<file path="config.mk">
export PLATFORM = sky130hd
export DESIGN_NAME = decode_stage
export DESIGN_NICKNAME = d
export VERILOG_FILES = /design/src/rtl/decode_stage.sv
export SDC_FILE = /design/constraint.sdc
export NUM_CORES = 1
export LEC_CHECK = 0
export ABC_AREA = 1
export CORE_MARGIN = 4
export CORE_UTILIZATION = 35
export CTS_BUF_LIST = sky130_fd_sc_hd__clkbuf_4 sky130_fd_sc_hd__clkbuf_8
export DETAILED_ROUTE_END_ITERATION = 10
export PLACE_DENSITY = 0.74
export SKIP_CTS_REPAIR_TIMING = 1
export SLEW_MARGIN = 20
export SYNTH_ARGS = -nofsm -noshare
export SYNTH_HDL_FRONTEND = slang
export SYNTH_SLANG_ARGS = --single-unit
export TNS_END_PERCENT = 30
</file>
<file path="constraint.sdc">
create_clock -name clk -period 4.7 [get_ports clk]
set_input_delay 1.175 -clock clk [delete_from_list [all_inputs] [get_ports clk]]
set_output_delay 1.175 -clock clk [all_outputs]
set_load 0.05 [all_outputs]
</file>
<file path="src/rtl/decode_stage.sv">
// ---------------------------------------------------------------------------
// decode_stage: ID stage of the 5-stage 32-bit pipeline.
//
// Splits the IF/ID instruction into fields, drives the register-file read
// indices, and captures decoded fields plus read data into the ID/EX register.
// It detects load-use hazards against a LW held in its own ID/EX register.
// On a hazard it stalls fetch for LOAD_STALL_CYCLES cycles and inserts one
// bubble per stall cycle. The extra cycles exist because the register file
// does not forward LW write-back data. A flush from EX kills the ID contents.
//
// Handshake: there is no ready/valid back-pressure from EX. inValid qualifies
// inInstr in the same cycle. outValid qualifies every out* field. stallOut
// tells IF to hold the PC and IF/ID, so the same instruction is presented
// again next cycle.
//
// Ports:
//   clk, reset           clock; asynchronous active-high reset
//   inValid/inInstr/inPc IF/ID contents (inPc = PC+4 of inInstr)
//   flush                EX redirect; turns this cycle into a bubble
//   rfRdIndex1/2         register-file read indices (combinational)
//   rfData1/2            register-file read data (same cycle)
//   stallOut             hold PC and IF/ID (combinational)
//   out*                 ID/EX pipeline register
//   dbg_state            1 while the FSM is in STALL
// ---------------------------------------------------------------------------
module decode_stage #(
    parameter int LOAD_STALL_CYCLES = 2
) (
    input  logic        clk,
    input  logic        reset,
    input  logic        inValid,
    input  logic [31:0] inInstr,
    input  logic [31:0] inPc,
    input  logic        flush,
    output logic [3:0]  rfRdIndex1,
    output logic [3:0]  rfRdIndex2,
    input  logic [31:0] rfData1,
    input  logic [31:0] rfData2,
    output logic        stallOut,
    output logic        outValid,
    output logic [3:0]  outFstOpcode,
    output logic [3:0]  outSecOpcode,
    output logic        outWrtEn,
    output logic [3:0]  outWrtIndex,
    output logic [31:0] outData1,
    output logic [31:0] outData2,
    output logic [31:0] outImm,
    output logic [31:0] outPc,
    output logic        dbg_state
);

    localparam logic [3:0] OP1_ALUR  = 4'h0;
    localparam logic [3:0] OP1_BCOND = 4'h2;
    localparam logic [3:0] OP1_SW    = 4'h5;
    localparam logic [3:0] OP1_ALUI  = 4'h8;
    localparam logic [3:0] OP1_LW    = 4'h9;
    localparam logic [3:0] OP1_JAL   = 4'hB;

    typedef enum logic {IDLE = 1'b0, STALL = 1'b1} state_t;

    state_t     state, next_state;
    logic [2:0] cnt, next_cnt;

    logic [3:0]  fst_opcode, sec_opcode, rd, rs1, rs2;
    logic [15:0] imm;
    logic        uses_rs1, uses_rs2, writes_rd, hazard;
    logic        stall, load_bubble, load_instr;

    assign fst_opcode = inInstr[31:28];
    assign sec_opcode = inInstr[27:24];
    assign rd         = inInstr[23:20];
    assign rs1        = inInstr[19:16];
    assign rs2        = inInstr[15:12];
    assign imm        = inInstr[15:0];

    assign rfRdIndex1 = rs1;
    assign rfRdIndex2 = rs2;
    assign dbg_state  = (state == STALL);

    // Unknown opcodes decode as NOPs: no reads, no write-back.
    always_comb begin
        uses_rs1  = 1'b0;
        uses_rs2  = 1'b0;
        writes_rd = 1'b0;
        case (fst_opcode)
            OP1_ALUR:  begin uses_rs1 = 1'b1; uses_rs2 = 1'b1; writes_rd = 1'b1; end
            OP1_BCOND: begin uses_rs1 = 1'b1; uses_rs2 = 1'b1; end
            OP1_SW:    begin uses_rs1 = 1'b1; uses_rs2 = 1'b1; end
            OP1_ALUI:  begin uses_rs1 = 1'b1; writes_rd = 1'b1; end
            OP1_LW:    begin uses_rs1 = 1'b1; writes_rd = 1'b1; end
            OP1_JAL:   begin uses_rs1 = 1'b1; writes_rd = 1'b1; end
            default:   ;
        endcase
    end

    // Only a LW in ID/EX is a hazard. Other producers are bypassed in EX.
    assign hazard = outValid && (outFstOpcode == OP1_LW) && outWrtEn && inValid &&
                    ((uses_rs1 && (rs1 == outWrtIndex)) ||
                     (uses_rs2 && (rs2 == outWrtIndex)));

    always_comb begin
        next_state  = state;
        next_cnt    = cnt;
        stall       = 1'b0;
        load_bubble = 1'b0;
        load_instr  = 1'b0;
        if (flush) begin
            // A redirect overrides both a new hazard and a stall in progress.
            load_bubble = 1'b1;
            next_state  = IDLE;
            next_cnt    = 3'd0;
        end else begin
            case (state)
                IDLE: begin
                    if (hazard) begin
                        stall       = 1'b1;
                        load_bubble = 1'b1;
                        if (LOAD_STALL_CYCLES > 1) begin
                            next_cnt   = 3'(LOAD_STALL_CYCLES - 1);
                            next_state = STALL;
                        end
                    end else begin
                        load_instr = 1'b1;
                    end
                end
                STALL: begin
                    stall       = 1'b1;
                    load_bubble = 1'b1;
                    next_cnt    = cnt - 3'd1;
                    if (cnt == 3'd1) begin
                        next_state = IDLE;
                    end
                end
                default: begin
                    next_state = IDLE;
                    next_cnt   = 3'd0;
                end
            endcase
        end
    end

    assign stallOut = stall && !reset;

    always_ff @(posedge clk or posedge reset) begin
        if (reset) begin
            state <= IDLE;
            cnt   <= 3'd0;
        end else begin
            state <= next_state;
            cnt   <= next_cnt;
        end
    end

    // Bubbles only clear the control fields. The data fields are don't-care
    // while outValid is 0, so they keep their previous values.
    always_ff @(posedge clk or posedge reset) begin
        if (reset) begin
            outValid     <= 1'b0;
            outFstOpcode <= 4'h0;
            outSecOpcode <= 4'h0;
            outWrtEn     <= 1'b0;
            outWrtIndex  <= 4'h0;
            outData1     <= 32'h0;
            outData2     <= 32'h0;
            outImm       <= 32'h0;
            outPc        <= 32'h0;
        end else if (load_bubble) begin
            outValid     <= 1'b0;
            outWrtEn     <= 1'b0;
            outFstOpcode <= 4'h0;
        end else if (load_instr) begin
            outValid     <= inValid;
            outFstOpcode <= fst_opcode;
            outSecOpcode <= sec_opcode;
            outWrtEn     <= inValid && writes_rd;
            outWrtIndex  <= rd;
            outData1     <= rfData1;
            outData2     <= rfData2;
            outImm       <= {{16{imm[15]}}, imm};
            outPc        <= inPc;
        end
    end

endmodule

</file>
==> impl_metrics.tcl, run 1 <==
set metrics [dict create \
    first_global_vias 5458 \
    regArea_sq_mm 0.003253 \
    regToRegEndpoint "outImm[5]" \
    finalSetupViolCount 0 \
    max-cap-violations 0 \
    ys_warn_count 0 \
    ys_seq_area_frac 0.5703 \
    maxSlewHeadroom 0.4316 \
    finalInstanceArea_sq_mm 0.008960 \
    grt_use_total 0.1980 \
    drt_iter0_markers 285 \
    slew_viol_final 0 \
    portBuffers 283 \
    cp.required_ps 3520 \
    grt_max_degree 80 \
    fin_skew_ps 14.38 \
    critPathCaptureType "output port" \
    place_ws_ps 633.2 \
    die_w_um 135.7 \
    syn_nets 777 \
    startpoint_type "input port" \
    worst_slew_pin_slew_ps 852.6 \
    max_freq_mhz 246.4 \
    multiInputGateArea_sq_mm 0.001973 \
    path_class "input port to output port" \
    fill_cells 1480 \
    synthFlopType "dfrtp_1" \
    cts_buffer_depth 2 \
    nets 1013 \
    syn2layout_area_growth_pct 57.07 \
    synthesis.instances 643 \
    rrSetupSlack_ps 2010 \
    antenna_found_initial 0 \
    cts.sinks 130 \
    io_pins 284 \
    power_leakage_nw 4.230 \
    antenna_left 0 \
    fin_crit_ps 4059 \
    dr.pass1.iters 4 \
    vias_per_cell 4.895 \
    timing.rr.start "outWrtIndex[3]" \
    cts_buffers 17 \
    cts.clk_slew.worst_paths_ps 70 \
    dieHeight_um 135.7 \
    cp_max_fo 2 \
    crit_arrival_ps 2880 \
    clk_latency_ps 440 \
    hold_depth 2 \
    grt_overflow_total 0 \
    hold_viol 0 \
    place_area_sq_mm 0.008511 \
    row_count 46 \
    grt_pass1_wl_um 28810 \
    route.detailed.drc 0 \
    ir_drop_mv 0.1953 \
    setup_tns_ps 0 \
    r2r_cells 12 \
    core_sq_mm 0.01594 \
    rsz0062_at_grt "false" \
    wl_per_cell_um 16.65 \
    synth_edf_count 0 \
    power_density_mw_per_mm2 369.4 \
    timing.final.crit_share 0.8635 \
    ctsRootBufferMaster "clkbuf_8" \
    final_layout_size_suffix_gt1_frac 0.05493 \
    outcome "complete, no violations" \
    cts_tree "yes" \
    ctsHtreeMaxLevel 4 \
    start_util 0.3578 \
    hp-start "outData2[27]" \
    hpwlAfterDp_um 12570 \
    ys_seq_elements 130 \
    fin_ws_ps 641.5 \
    async_reset_ff_frac 1.000 \
    gp_congestion 0.7639 \
    holdPathEnd "outData2[27]" \
    avgSynthCellArea_sq_um 8.871 \
    holdCritPathClass "register to register" \
    insertedDiodeCount 0 \
    syn-cell-area_sq_mm 0.005704 \
    vias 5424 \
    wl_um 18450 \
    yosysUniqueCellTypes 19 \
    die_area_sq_mm 0.01840 \
]
## registers in the layout, summed over array words and instances (netlist names)
| name | cells |
|---|---|
| outWrtIndex | 4 |
| outData1 | 32 |
| outFstOpcode | 4 |
| dbg_state | 1 |
| outWrtEn | 1 |
| cnt | 3 |
| outValid | 1 |
| outData2 | 32 |
| outPc | 32 |
| outImm | 16 |
| outSecOpcode | 4 |
## worst max-delay path by stage
stage	startpoint	to	slack [ps]	cells after the start
floorplan	reset	cnt[0]	60	1
finish	inValid	stallOut	640	8
global placement	inValid	stallOut	650	8
CTS	inValid	stallOut	610	8
detailed placement	inValid	stallOut	630	8
global route	inValid	stallOut	550	8
## per-stage QoR
stage / util / hold slack [ps] / power (mW) / cells
floorplan: - / 493.2 / 1.883 / 643
global placement: 0.5338 / 452.4 / 2.260 / 1076
detailed placement: 0.5338 / 458.0 / 2.270 / 1076
CTS: 0.5620 / 475.9 / 3.350 / 1108
global route: 0.5620 / 492.4 / 3.454 / 1108
finish: 0.5620 / 470.4 / 3.309 / 1108
## Yosys cell counts, types with 4 or more instances
master / count / area, sq um
buf_4: 25 / 187.7
inv_1: 14 / 52.55
nand4_1: 124 / 775.7
nand2_1: 261 / 979.7
buf_2: 14 / 70.07
buf_1: 11 / 41.29
nand3_1: 7 / 35.03
xor2_1: 4 / 35.03
buf_6: 4 / 45.04
clkbuf_1: 22 / 82.58
dfrtp_1: 130 / 3253
nor2_1: 15 / 56.30
## power by group
| part | total (mW) | internal [mW] | leakage (nW) | switching, mW |
|---|---|---|---|---|
| clock network | 1.07 | 0.615 | 0.223 | 0.453 |
| logic | 0.964 | 0.349 | 2.41 | 0.615 |
| registers | 1.28 | 1.22 | 1.60 | 0.0619 |
| total | 3.31 | 2.18 | 4.23 | 1.13 |
## kinds of logic (layout without fill, tap and decap cells)
kind of cell | count (synthesis) | count (layout) | share of synthesized area
fa+ha+maj | 2 | 2 | 0.004386
buf+inv | 93 | 342 | 0.08598
flops | 130 | 130 | 0.5703
simple gates | 410 | 410 | 0.3277
compound gates | 1 | 1 | 0.0008765
xor+xnor | 7 | 7 | 0.01075
## layer usage
metal / share of wire / GRT usage
met3: 0.10 / 0.08210
met2: 0.48 / 0.3183
met4: 0.015 / 0.06271
met5: 0 / 0
met1: 0.40 / 0.2433
## critical path, stage by stage
cell	delay [ps]
clkdlybuf4s50_1	490
inv_1	60
nor4_1	470
nand2_4	120
nand2_1	90
nand2_1	70
nor2_1	230
buf_12	180
## layout by cell type (no fill, tap or decap), drive strengths merged
cell           synthesis  routed
xor2                   4       4
xnor2                  3       3
clkdlybuf4s50          0     282
a21oi                  1       1
clkbuf                22      20
nor4                   1       1
dfrtp                130     130
nand4                124     124
clkinvlp               0       2
buf                   54      11
ha                     2       2
nand2                262     262
clkinv                 0       5
nand3                  8       8
bufinv                 0       4
inv                   17      18
nor2                  15      15
## area by class of cell
cell class                 instances  area share
inverter                          17    0.007960
sequential                       130      0.3631
tap                              216     0.03016
clock inverter                    12     0.02011
multi-input combinational        420      0.2202
timing repair buffer             293      0.3284
clock buffer                      20     0.03002
(Power assumes the default switching activity.)
==> inputs of run 2 (changes only) <==
--- a/config.mk
+++ b/config.mk
@@ -8,7 +8,7 @@
 export ABC_AREA = 1
 export CORE_MARGIN = 4
 export CORE_UTILIZATION = 35
-export CTS_BUF_LIST = sky130_fd_sc_hd__clkbuf_4 sky130_fd_sc_hd__clkbuf_8
+export CTS_BUF_LIST = sky130_fd_sc_hd__clkbuf_4
 export DETAILED_ROUTE_END_ITERATION = 10
 export PLACE_DENSITY = 0.74
 export SKIP_CTS_REPAIR_TIMING = 1
==> constraint.sdc (replaced) <==
create_clock -name clk -period 4.7 [get_ports clk]
set_input_delay 0.705 -clock clk [delete_from_list [all_inputs] [get_ports clk]]
set_output_delay 0.705 -clock clk [all_outputs]
set_load 0.05 [all_outputs]
==> impl_metrics.tcl, run 2 (same netlist as run 1, synthesis figures left out) <==
set metrics [dict create \
    finalPower_mw 3.042 \
    cp.buffers_inverters 3 \
    die_area_sq_mm 0.01840 \
    io_pins 284 \
    path_class "input port to output port" \
    pwr-share-seq 0.420 \
    rsz0062_at_grt "false" \
    placed_cells 1074 \
    vias 5400 \
    largestRegisters "outData1 x32, outData2 x32, outPc x32" \
    grt_max_degree 76 \
    pwr-share-clk 0.263 \
    path_cells "clkdlybuf4s50_1 > inv_1 > nor4_1 > nand2_4 > nand2_1 > nand2_1 > nor2_1 > clkdlybuf4s50_1" \
    ctsRootBufferMaster "clkbuf_4" \
    p_switching_mw 1.114 \
    vias_per_cell 4.882 \
    final_cells 1106 \
    cts.clk_slew.worst_paths_ps 120 \
    critPathCaptureType "output port" \
    layout_commonest_cell "clkdlybuf4s50_1" \
    nets 1011 \
    grt_overflow_total 0 \
    row_count 46 \
    portBuffers 283 \
    finalSetupViolCount 0 \
    syn2layout_area_growth_pct 53.96 \
    worst_slew_pin_slew_ps 869.6 \
    wl_met2_um 8918 \
    crit_slowest_cell "clkdlybuf4s50_1" \
    fin_skew_ps 19.51 \
    die_w_um 135.7 \
    route.detailed.drc 0 \
    crit_arrival_ps 3130 \
    place_ws_ps 877.9 \
    cp_max_fo 2 \
    cp_slowest_stage_delay_ps 840 \
    met1_length_um 7732 \
    final_util 0.5509 \
    cts_tree "yes" \
    ir_drop_mv 0.1763 \
    crit_family "buffers and inverters" \
    dr.pass1.iters 5 \
    cts.sinks 130 \
    power_leakage_nw 4.144 \
    final_layout_size_suffix_gt1_frac 0.04949 \
    holdCritPathClass "register to register" \
    maxSlewHeadroom 0.4203 \
    fin_ws_ps 863.8 \
    grt_pass1_wl_um 28940 \
    grt_use_total 0.1990 \
    dieHeight_um 135.7 \
    ctsHtreeMaxLevel 4 \
    wl_um 18590 \
    fin_crit_ps 3836 \
    core_sq_mm 0.01594 \
    switching_share 0.3663 \
    combPwrFrac 0.317 \
    start_util 0.3578 \
    startpoint_type "input port" \
    cts_buffer_depth 2 \
    power.internal_mw 1.928 \
    final_cell_mix "clkdlybuf4s50_1, nand2_1, dfrtp_1, nand4_1, clkbuf_4" \
    top_layer "met4" \
    gp_congestion 0.7784 \
    cts_buffers 17 \
    met3RoutedLength_um 1688 \
    hpwlAfterDp_um 12590 \
    power_density_mw_per_mm2 346.4 \
    max_freq_mhz 260.7 \
    clk_latency_ps 520 \
    max-cap-violations 0 \
    antenna_left 0 \
    cp.required_ps 3990 \
    outcome "complete, no violations" \
    first_global_vias 5413 \
    slew_viol_final 0 \
    setup_tns_ps 0 \
    wl_per_cell_um 16.81 \
    hold_viol 0 \
    timing.final.crit_share 0.8162 \
    antenna_found_initial 1 \
    drt_iter0_markers 267 \
]
-- run 2: changes by cell type in the layout (fill, tap and decap cells not counted) --
cell	delta
clkinvlp_4	+1
bufinv_16	-1
clkinv_1	+1
diode_2	+1
buf_12	-1
clkinv_2	+1
inv_6	-1
clkinv_4	+1
clkbuf_8	-19
clkbuf_4	+16
clkdlybuf4s50_1	+1
buf_4	-2
-- run 2: cell type report --
class / instances / area (sq um)
Fill cell: 1490 / 7161
Sequential cell: 130 / 3253
Timing Repair Buffer: 291 / 2918
Multi-Input combinational cell: 420 / 1973
Tap cell: 216 / 270.3
Clock inverter: 14 / 166.4
Clock buffer: 17 / 127.6
Inverter: 17 / 71.32
Antenna cell: 1 / 2.502
-- run 2: worst register-to-register path, delay by kind of cell, from the launching register on --
| family | cells | cell delay, ps |
|---|---|---|
| simple gates | 7 | 1160 |
| buf+inv | 2 | 940 |
| xor+xnor | 1 | 170 |
| flops | 1 | 470 |
-- run 2: power groups by stage --
stage	Combinational, mW	Sequential, mW	Clock (mW)
finish	0.965	1.28	0.800
global route	1.01	1.29	0.882
CTS	0.975	1.28	0.833
detailed placement	0.973	1.30	0
global placement	0.964	1.30	0
floorplan	0.238	1.65	0
-- run 2: path summary, 6_finish.rpt --
path | depth (start not counted) | endpoint | slack (ps) | start
worst max-delay path | 8 | stallOut | 860 | inValid
worst min-delay path | 2 | outData2[21] | 480 | outData2[21]
worst max register to register | 10 | outPc[10] | 1840 | outWrtIndex[1]
worst min register to register | 2 | outData2[21] | 480 | outData2[21]
max in group asynchronous | 3 | outImm[11] | 3100 | reset
min in group asynchronous | 2 | outData1[6] | 720 | reset
-- run 2: routing by layer --
| metal | vias to the layer above | global-route usage |
|---|---|---|
| met5 | - | 0 |
| met4 | 0 | 0.05599 |
| li1 | 2603 | - |
| met2 | 206 | 0.3263 |
| met3 | 14 | 0.07801 |
| met1 | 2577 | 0.2448 |
-- run 2: through the flow --
| step | cell area (sq um) | hold WS [ps] |
|---|---|---|
| 2_1_floorplan | 5704 | 493.2 |
| 3_3_place_gp | 8486 | 452.3 |
| 3_5_place_dp | 8486 | 457.2 |
| 4_1_cts | 8780 | 485.8 |
| 5_1_grt | 8782 | 499.4 |
| 6_report | 8782 | 479.7 |
==> inputs of run 3 (changes only) <==
--- a/config.mk
+++ b/config.mk
@@ -10,7 +10,7 @@
 export CORE_UTILIZATION = 35
 export CTS_BUF_LIST = sky130_fd_sc_hd__clkbuf_4
 export DETAILED_ROUTE_END_ITERATION = 10
-export PLACE_DENSITY = 0.74
+export PLACE_DENSITY = 0.71
 export SKIP_CTS_REPAIR_TIMING = 1
 export SLEW_MARGIN = 20
 export SYNTH_ARGS = -nofsm -noshare
==> constraint.sdc (replaced) <==
create_clock -name clk -period 3.7 [get_ports clk]
set_input_delay 0.555 -clock clk [delete_from_list [all_inputs] [get_ports clk]]
set_output_delay 0.555 -clock clk [all_outputs]
set_load 0.05 [all_outputs]
==> impl_metrics.tcl, run 3 (same netlist as run 1, synthesis figures left out) <==
set metrics [dict create \
    vias_per_cell 4.856 \
    cts_buffer_depth 2 \
    hold_viol 0 \
    dr.pass1.iters 6 \
    path_cells "clkdlybuf4s50_1 > inv_1 > nor4_1 > nand2_4 > nand2_1 > nand2_1 > nor2_1 > buf_12" \
    dieHeight_um 135.7 \
    start_util 0.3578 \
    hpwlAfterDp_um 12410 \
    finalPower_mw 4.006 \
    antenna_left 0 \
    core_sq_mm 0.01594 \
    layout_commonest_cell "clkdlybuf4s50_1" \
    ctsRootBufferMaster "clkbuf_4" \
    cts_tree "yes" \
    route.detailed.drc 0 \
    largestRegisters "outData1 x32, outData2 x32, outPc x32" \
    finalSetupViolCount 0 \
    io_pins 284 \
    fin_crit_ps 2798 \
    grt_pass1_wl_um 28490 \
    startpoint_type "input port" \
    critPathCaptureType "output port" \
    ir_drop_mv 0.2607 \
    worst_slew_pin_slew_ps 906.0 \
    max-cap-violations 0 \
    cts_buffers 17 \
    cts.clk_slew.worst_paths_ps 100 \
    cp_max_fo 4 \
    die_w_um 135.7 \
    pwr-share-clk 0.290 \
    power_leakage_nw 4.185 \
    row_count 46 \
    cts.sinks 130 \
    p_switching_mw 1.407 \
    crit_arrival_ps 2240 \
    pwr-share-seq 0.404 \
    crit_family "simple AND/OR/NAND/NOR gates" \
    fill_cells 1461 \
    rsz0062_at_grt "false" \
    gp_congestion 0.7673 \
    cp.buffers_inverters 3 \
    power_density_mw_per_mm2 451.8 \
    grt_use_total 0.1963 \
    finalInstanceArea_sq_mm 0.008866 \
    power.internal_mw 2.599 \
    wl_um 18010 \
    whs_ps 478.2 \
    crit_slowest_cell "clkdlybuf4s50_1" \
    wl_per_cell_um 16.27 \
    clk_latency_ps 530 \
    place_area_sq_mm 0.008517 \
    wl_met2_um 8395 \
    slew_viol_final 0 \
    grt_overflow_total 0 \
    syn2layout_area_growth_pct 55.43 \
    maxSlewHeadroom 0.3947 \
    first_global_vias 5272 \
    final_layout_size_suffix_gt1_frac 0.05281 \
    grt_max_degree 83 \
    outcome "complete, no violations" \
    holdCritPathClass "register to register" \
    top_layer "met4" \
    met3RoutedLength_um 1835 \
    met1_length_um 7548 \
    crit_path_frequent_cell "nand2_1" \
    combPwrFrac 0.306 \
    path_class "input port to output port" \
    vias 5376 \
    setup_tns_ps 0 \
    final_cell_mix "clkdlybuf4s50_1, nand2_1, dfrtp_1, nand4_1, clkbuf_4" \
    antenna_found_initial 1 \
    ctsHtreeMaxLevel 4 \
    switching_share 0.3513 \
    max_freq_mhz 357.4 \
    fin_skew_ps 23.29 \
    portBuffers 283 \
    die_area_sq_mm 0.01840 \
    cp.required_ps 3140 \
    timing.final.crit_share 0.7562 \
    drt_iter0_markers 216 \
    cp_slowest_stage_delay_ps 480 \
    nets 1012 \
]
==> run 3: cell count changes in the layout (fill, tap and decap cells not counted), sizes merged <==
cell           change
buf                +2
bufinv             +2
clkbuf             +1
clkdlybuf4s50      -1
clkinv             -1
clkinvlp           -1
inv                -1
==> run 3: final cells by class <==
| type | instances | area (sq um) | area share |
|---|---|---|---|
| clock inverter | 13 | 211.5 | 0.02385 |
| antenna | 1 | 2.502 | 0.0002822 |
| inverter | 17 | 72.57 | 0.008185 |
| tap | 216 | 270.3 | 0.03048 |
| multi-input combinational | 420 | 1973 | 0.2226 |
| sequential | 130 | 3253 | 0.3669 |
| clock buffer | 18 | 135.1 | 0.01524 |
| timing repair buffer | 292 | 2948 | 0.3325 |
==> run 3: worst paths after layout <==
path	startpoint	cells past startpoint	slack, ps	endpoint
setup / recovery	inValid	8	900	stallOut
hold / removal	outPc[1]	2	480	outPc[1]
setup reg to reg	dbg_state	4	1640	outData1[1]
hold reg to reg	outPc[1]	2	480	outPc[1]
max in group asynchronous	reset	3	2390	outPc[2]
min in group asynchronous	reset	2	600	outData1[17]
==> run 3: worst min-delay path: cells and delay by family (launching register included) <==
kind / cells / cell delay (ps)
AND/OR/NAND/NOR: 2 / 100
flip-flops: 1 / 350
==> run 3: metal layers <==
metal	GRT usage	vias to the layer above
met4	0.05543	0
met1	0.2487	2542
li1	-	2603
met5	0	-
met3	0.08470	17
met2	0.3078	214
==> run 3: power groups by stage <==
| stage | sequential (mW) | clock (mW) | combinational (mW) |
|---|---|---|---|
| 2_1_floorplan | 2.09 | 0 | 0.303 |
| 3_3_place_gp | 1.64 | 0 | 1.23 |
| 3_5_place_dp | 1.64 | 0 | 1.24 |
| 4_1_cts | 1.62 | 1.21 | 1.24 |
| 5_1_grt | 1.64 | 1.26 | 1.29 |
| 6_report | 1.62 | 1.16 | 1.22 |
==> run 3: stage by stage <==
| step | utilization | cells | setup WS [ps] |
|---|---|---|---|
| finish | 0.5561 | 1107 | 901.9 |
| global route | 0.5561 | 1107 | 677.9 |
| CTS | 0.5560 | 1106 | 818.1 |
| detailed placement | 0.5342 | 1075 | 855.1 |
| global placement | 0.5342 | 1075 | 894.3 |
| floorplan | - | 643 | 985.1 |
==> RTL change 1: new RTL, flow settings as in run 2 <==
Register the output `dbg_state`, with the module's reset; this adds one clock of latency there. The other outputs are not delayed to match.
--- a/src/rtl/decode_stage.sv
+++ b/src/rtl/decode_stage.sv
@@ -75,7 +75,13 @@
 
     assign rfRdIndex1 = rs1;
     assign rfRdIndex2 = rs2;
-    assign dbg_state  = (state == STALL);
+    always_ff @(posedge clk or posedge reset) begin
+        if (reset) begin
+            dbg_state <= '0;
+        end else begin
+            dbg_state <= (state == STALL);
+        end
+    end
 
     // Unknown opcodes decode as NOPs: no reads, no write-back.
     always_comb begin
Formal check against the unedited RTL: not equivalent (Yosys sat finds a counterexample within 4 cycles, from zero or initial values and one cycle with reset high).
==> RTL change 1 against run 2 <==
- synthesized area increased by 0.13%
- critical path depth increased by 4
- wire length decreased by 0.56%
- power shrank 0.16%
- setup slack improved by 0.16 ns
- final area is essentially flat
- highest routed layer unchanged
- sequential cell count up 1
- clock power down 1%
- first-iteration DRC count increased by 1.5%
- synthesized cell count decreased by 0.16%
==> RTL change 1: results (changes against run 2) <==
Critical path
  • Reg2reg path depth: 11 (was 10)
  • Crit-path max FO: 4 (was 2)
  • R2R setup slack: 2.01 ns (was 1.84 ns)
  • Critical Path Max Stage Delay: 0.80 ns (was 0.84 ns)
  • Worst R2R Start: outWrtIndex[3]$_DFFE_PP0P_ (was outWrtIndex[1]$_DFFE_PP0P_)

Place
  • DP HPWL: 12,300 um (was 12,590 um)
  • GPL Wtd Cong: 0.7759 (was 0.7784)
  • Area after DPL: 8488 um2 (was 8486 um2)

Power
  • Power Internal: 0.001934 W (was 0.001928 W)
  • Leak pwr: 4.139 nW (was 4.144 nW)
  • Power Clock: 0.000789 W (was 0.000800 W)
  • Register share of total power: 0.423 (was 0.420)
  • VDD IR-drop max: 199.0 uV (was 176.3 uV)

Synth
  • Sequential-to-total area share from yosys stat: 0.5739 (was 0.5703)
  • Synth Net Count: 776 (was 777)

Hold path
  • HP Start: outData2[14]$_DFFE_PP0P_ (was outData2[21]$_DFFE_PP0P_)
  • Hold Path End: outData2[14]$_DFFE_PP0P_ (was outData2[21]$_DFFE_PP0P_)

Global route
  • Largest net degree at the start of global routing: 100 (was 76)
  • M1 GR Usage: 0.2406 (was 0.2448)
  • Global Route Usage Sum: 0.1991 (was 0.1990)
  • First-pass GRT wire length: 28,910 um (was 28,940 um)
  • Grt met2 use: 0.3343 (was 0.3263)
  • Vias in the first global route: 5,519 (was 5,413)
  • Grt met3 use: 0.07132 (was 0.07801)

Routing
  • First-pass DRT Iterations: 4 (was 5)
  • WL met2: 8976 um (was 8918 um)
  • Metal3 WL: 1693 um (was 1688 um)
  • Via count: 5,394 (was 5,400)

Timing
  • Max_slew headroom: 0.3919 (was 0.4203)
  • Layout Skew: 0.02055 ns (was 0.01951 ns)

Run status
  • Status: finished clean (unchanged)

Cells and area
  • Final cell count without fillers: 1,107 (was 1,106)
## RTL change 1: changes by cell type after synthesis, sizes merged
| cell | delta |
|---|---|
| buf | +2 |
| clkbuf | -2 |
| inv | -2 |
| dfrtp | +1 |
| nand2 | +1 |
| nor2 | -1 |
## RTL change 1: worst max path at each step
stage | from | endpoint | slack (ns) | depth (start not counted)
2_1_floorplan | reset | cnt[0]$_DFFE_PP0P_ | 0.50 | 1
3_3_place_gp | inInstr[15] | stallOut | 0.98 | 12
3_5_place_dp | inInstr[15] | stallOut | 0.99 | 12
4_1_cts | inInstr[15] | stallOut | 0.98 | 12
5_1_grt | inInstr[15] | stallOut | 0.88 | 12
6_report | inInstr[15] | stallOut | 1.03 | 12
## RTL change 1: logic make-up after synthesis
group | Yosys count | synth area share
AND/OR/NAND/NOR | 410 | 0.3273
flip-flops | 131 | 0.5739
buffers and inverters | 91 | 0.08280
XOR/XNOR | 7 | 0.01073
adder cells (fa/ha/maj) | 2 | 0.004380
AO/OA/AOI/OAI | 1 | 0.0008754
## RTL change 1: cell type report
cell class                 instances  area (um2)
fill                            1485        7159
sequential                       131        3278
timing repair buffer             292        2900
multi-input combinational        420        1973
tap                              216       270.3
clock inverter                    14       162.7
clock buffer                      17       127.6
inverter                          15       66.31
antenna                            2       5.005
## RTL change 1: stage by stage
step	setup slack [ns]	hold WS, ns
final	1.027	0.4798
after global routing	0.8767	0.4982
after CTS	0.9785	0.4853
after detailed placement	0.9870	0.4570
after global placement	0.9782	0.4524
after floorplan	0.4973	0.4313
## RTL change 1: tightest hold or removal path: cells and delay by family, from the launching register on
family           cells  cell delay (ns)
DFF                  1             0.36
and+or+nand+nor      2             0.10
==> RTL change 2: new RTL, flow settings as in run 2 <==
Made on the original files. Reset style: synchronous (`reset`), changed in 2 clocked blocks. Comments in the files are not updated.
--- a/src/rtl/decode_stage.sv
+++ b/src/rtl/decode_stage.sv
@@ -141,7 +141,7 @@
 
     assign stallOut = stall && !reset;
 
-    always_ff @(posedge clk or posedge reset) begin
+    always_ff @(posedge clk) begin
         if (reset) begin
             state <= IDLE;
             cnt   <= 3'd0;
@@ -153,7 +153,7 @@
 
     // Bubbles only clear the control fields. The data fields are don't-care
     // while outValid is 0, so they keep their previous values.
-    always_ff @(posedge clk or posedge reset) begin
+    always_ff @(posedge clk) begin
         if (reset) begin
             outValid     <= 1'b0;
             outFstOpcode <= 4'h0;
Formal check against the unedited RTL: differs if reset is asserted again (counterexample within 4 cycles, from zero or initial values and one cycle with reset high); with reset held inactive, the same outputs for 4 cycles.
==> RTL change 2 against run 2 <==
- sequential power shrank 5%
- wire length increased by 12%
- synthesized area up 22%
- combinational power decreased by 8.3%
- final area increased by 14%
- setup slack better by 0.20 ns
- synthesized cell count up 76%
- clock skew increased by 0.0026 ns
- power fell by 1.2%
- sequential cell count unchanged
- highest routed layer unchanged
==> RTL change 2: results (changes against run 2) <==
Routing
  • First-pass DRT Iterations: 5 (unchanged)
  • Detailed Route WL: 20,750 um (was 18,590 um)
  • Via density: 4.272 (was 4.882)
  • Initial DRC count: 246 (was 267)

Synth
  • Async S/R FF share, synth: 0 (was 1.000)
  • Sequential-to-total area share from yosys stat: 0.3750 (was 0.5703)
  • Top post-synthesis cells by area: dfxtp_1, inv_1, nand2_1 (was dfrtp_1, nand2_1, nand4_1)
  • Top FF cell, synth: dfxtp_1 (was dfrtp_1)
  • Synth Net Count: 1,267 (was 777)
  • Most instantiated cells after synthesis: inv_1, nand2_1, nor2_1 (was nand2_1, dfrtp_1, nand4_1)
  • Yosys cell types: 23 (was 19)

Cells and area
  • Fillers: 1,962 (was 1,490)
  • # nets final: 1,489 (was 1,011)
  • Final Core Density: 0.5147 (was 0.5509)
  • Share of cells above drive strength 1: 0.1001 (was 0.04949)

Run status
  • Status: finished clean (unchanged)

Power
  • VDD IR-drop max: 165.5 uV (was 176.3 uV)
  • Switching portion of total power: 0.3372 (was 0.3663)
  • Leak pwr: 5.467 nW (was 4.144 nW)

Global route
  • Global Route Usage Sum: 0.1840 (was 0.1990)
  • Vias in the first global route: 6,605 (was 5,413)
  • Initial antenna violation count: 1 (unchanged)
  • First-pass GRT wire length: 33,150 um (was 28,940 um)
  • Largest net degree at the start of global routing: 84 (was 76)

Timing
  • Hold Slack: 0.5101 ns (was 0.4797 ns)
  • Layout Skew: 0.02215 ns (was 0.01951 ns)
  • Max_slew headroom: 0.3684 (was 0.4203)
  • Final hold violation count: 0 (unchanged)

Critical path
  • Arr. time, crit path: 2.93 ns (was 3.13 ns)
  • Critical Path Max Stage Delay: 0.82 ns (was 0.84 ns)
  • Critical Path Source Type: input pin (unchanged)
  • R2R setup slack: 2.05 ns (was 1.84 ns)
  • Worst R2R Start: outWrtIndex[3]$_SDFFE_PP0P_ (was outWrtIndex[1]$_DFFE_PP0P_)
  • Reg2reg end: outPc[28]$_SDFFE_PP0P_ (was outPc[10]$_DFFE_PP0P_)
  • Reg2reg path depth: 10 (unchanged)
  • Worst Setup SP: inValid (unchanged)

Place
  • Area after DPL: 9682 um2 (was 8486 um2)
  • DP HPWL: 13,910 um (was 12,590 um)
  • GPL Wtd Cong: 0.7851 (was 0.7784)

CTS
  • Max Buffers Root-to-Sink: 2 (unchanged)
  • Num CTS Buffers: 17 (unchanged)

Hold path
  • Worst hold-check path type: reg -> reg (unchanged)
  • Hold Path End: cnt[1]$_SDFFE_PP0P_ (was outData2[21]$_DFFE_PP0P_)
  • HP Start: cnt[1]$_SDFFE_PP0P_ (was outData2[21]$_DFFE_PP0P_)
-- RTL change 2: changes by cell type after synthesis, moves of 2 or more --
cell             run 2  this run
inv_1               14       282
dfrtp_1            130         0
dfxtp_1              0       130
nor2_1              15       131
inv_2                3        94
buf_6                4        11
clkbuf_1            22        29
buf_1               11        15
buf_2               14        10
nand4_1            124       122
o21ai_0              0         2
-- RTL change 2: kinds of logic (layout without fill, tap and decap cells) --
kind of cell,after synthesis,in the layout,synth area share
flip-flops,130,130,0.3750
adder cells (fa/ha/maj),2,2,0.003606
buffers and inverters,465,700,0.2782
AND/OR/NAND/NOR,524,524,0.3307
XOR/XNOR,6,6,0.007574
AO/OA/AOI/OAI,6,6,0.004869
other,0,1,0
-- RTL change 2: area by class of cell --
type	count	area share
tap	265	0.03310
timing repair buffer	292	0.2908
clock inverter	13	0.01899
multi-input combinational	538	0.2414
sequential	130	0.2598
inverter	376	0.1414
antenna	1	0.0002498
clock buffer	19	0.01424
-- RTL change 2: through the flow --
step	cells	total power, W	worst slack, ns
detailed placement	1601	0.002132	1.069
finish	1634	0.003005	1.064
global placement	1601	0.002122	1.070
floorplan	1133	0.001816	2.149
CTS	1633	0.003053	1.057
global route	1634	0.003174	0.9003
-- RTL change 2: worst max-delay path, delay by kind of cell --
family	cells	cell delay [ns]
AND/OR/NAND/NOR	5	0.82
buffers and inverters	3	1.39
-- RTL change 2: worst max path at each step --
stage	end	slack (ns)	cells after the start
finish	stallOut	1.06	8
global placement	stallOut	1.07	8
floorplan	stallOut	2.15	7
global route	stallOut	0.90	8
detailed placement	stallOut	1.07	8
CTS	stallOut	1.06	8
-- RTL change 2: per-layer routing --
metal,vias to the layer above,share of wire,GRT usage
li1,3671,-,-
met1,3084,0.44,0.2266
met2,215,0.47,0.3110
met3,11,0.083,0.06472
met4,0,0.0094,0.04211
met5,-,0,0
-- RTL change 2: power groups by stage --
stage / sequential, W / clock, W / combinational [W]
CTS: 0.00122 / 0.000942 / 0.000893
detailed placement: 0.00124 / 0 / 0.000889
global placement: 0.00124 / 0 / 0.000883
finish: 0.00122 / 0.000902 / 0.000885
global route: 0.00123 / 0.000995 / 0.000951
floorplan: 0.00150 / 0 / 0.000315
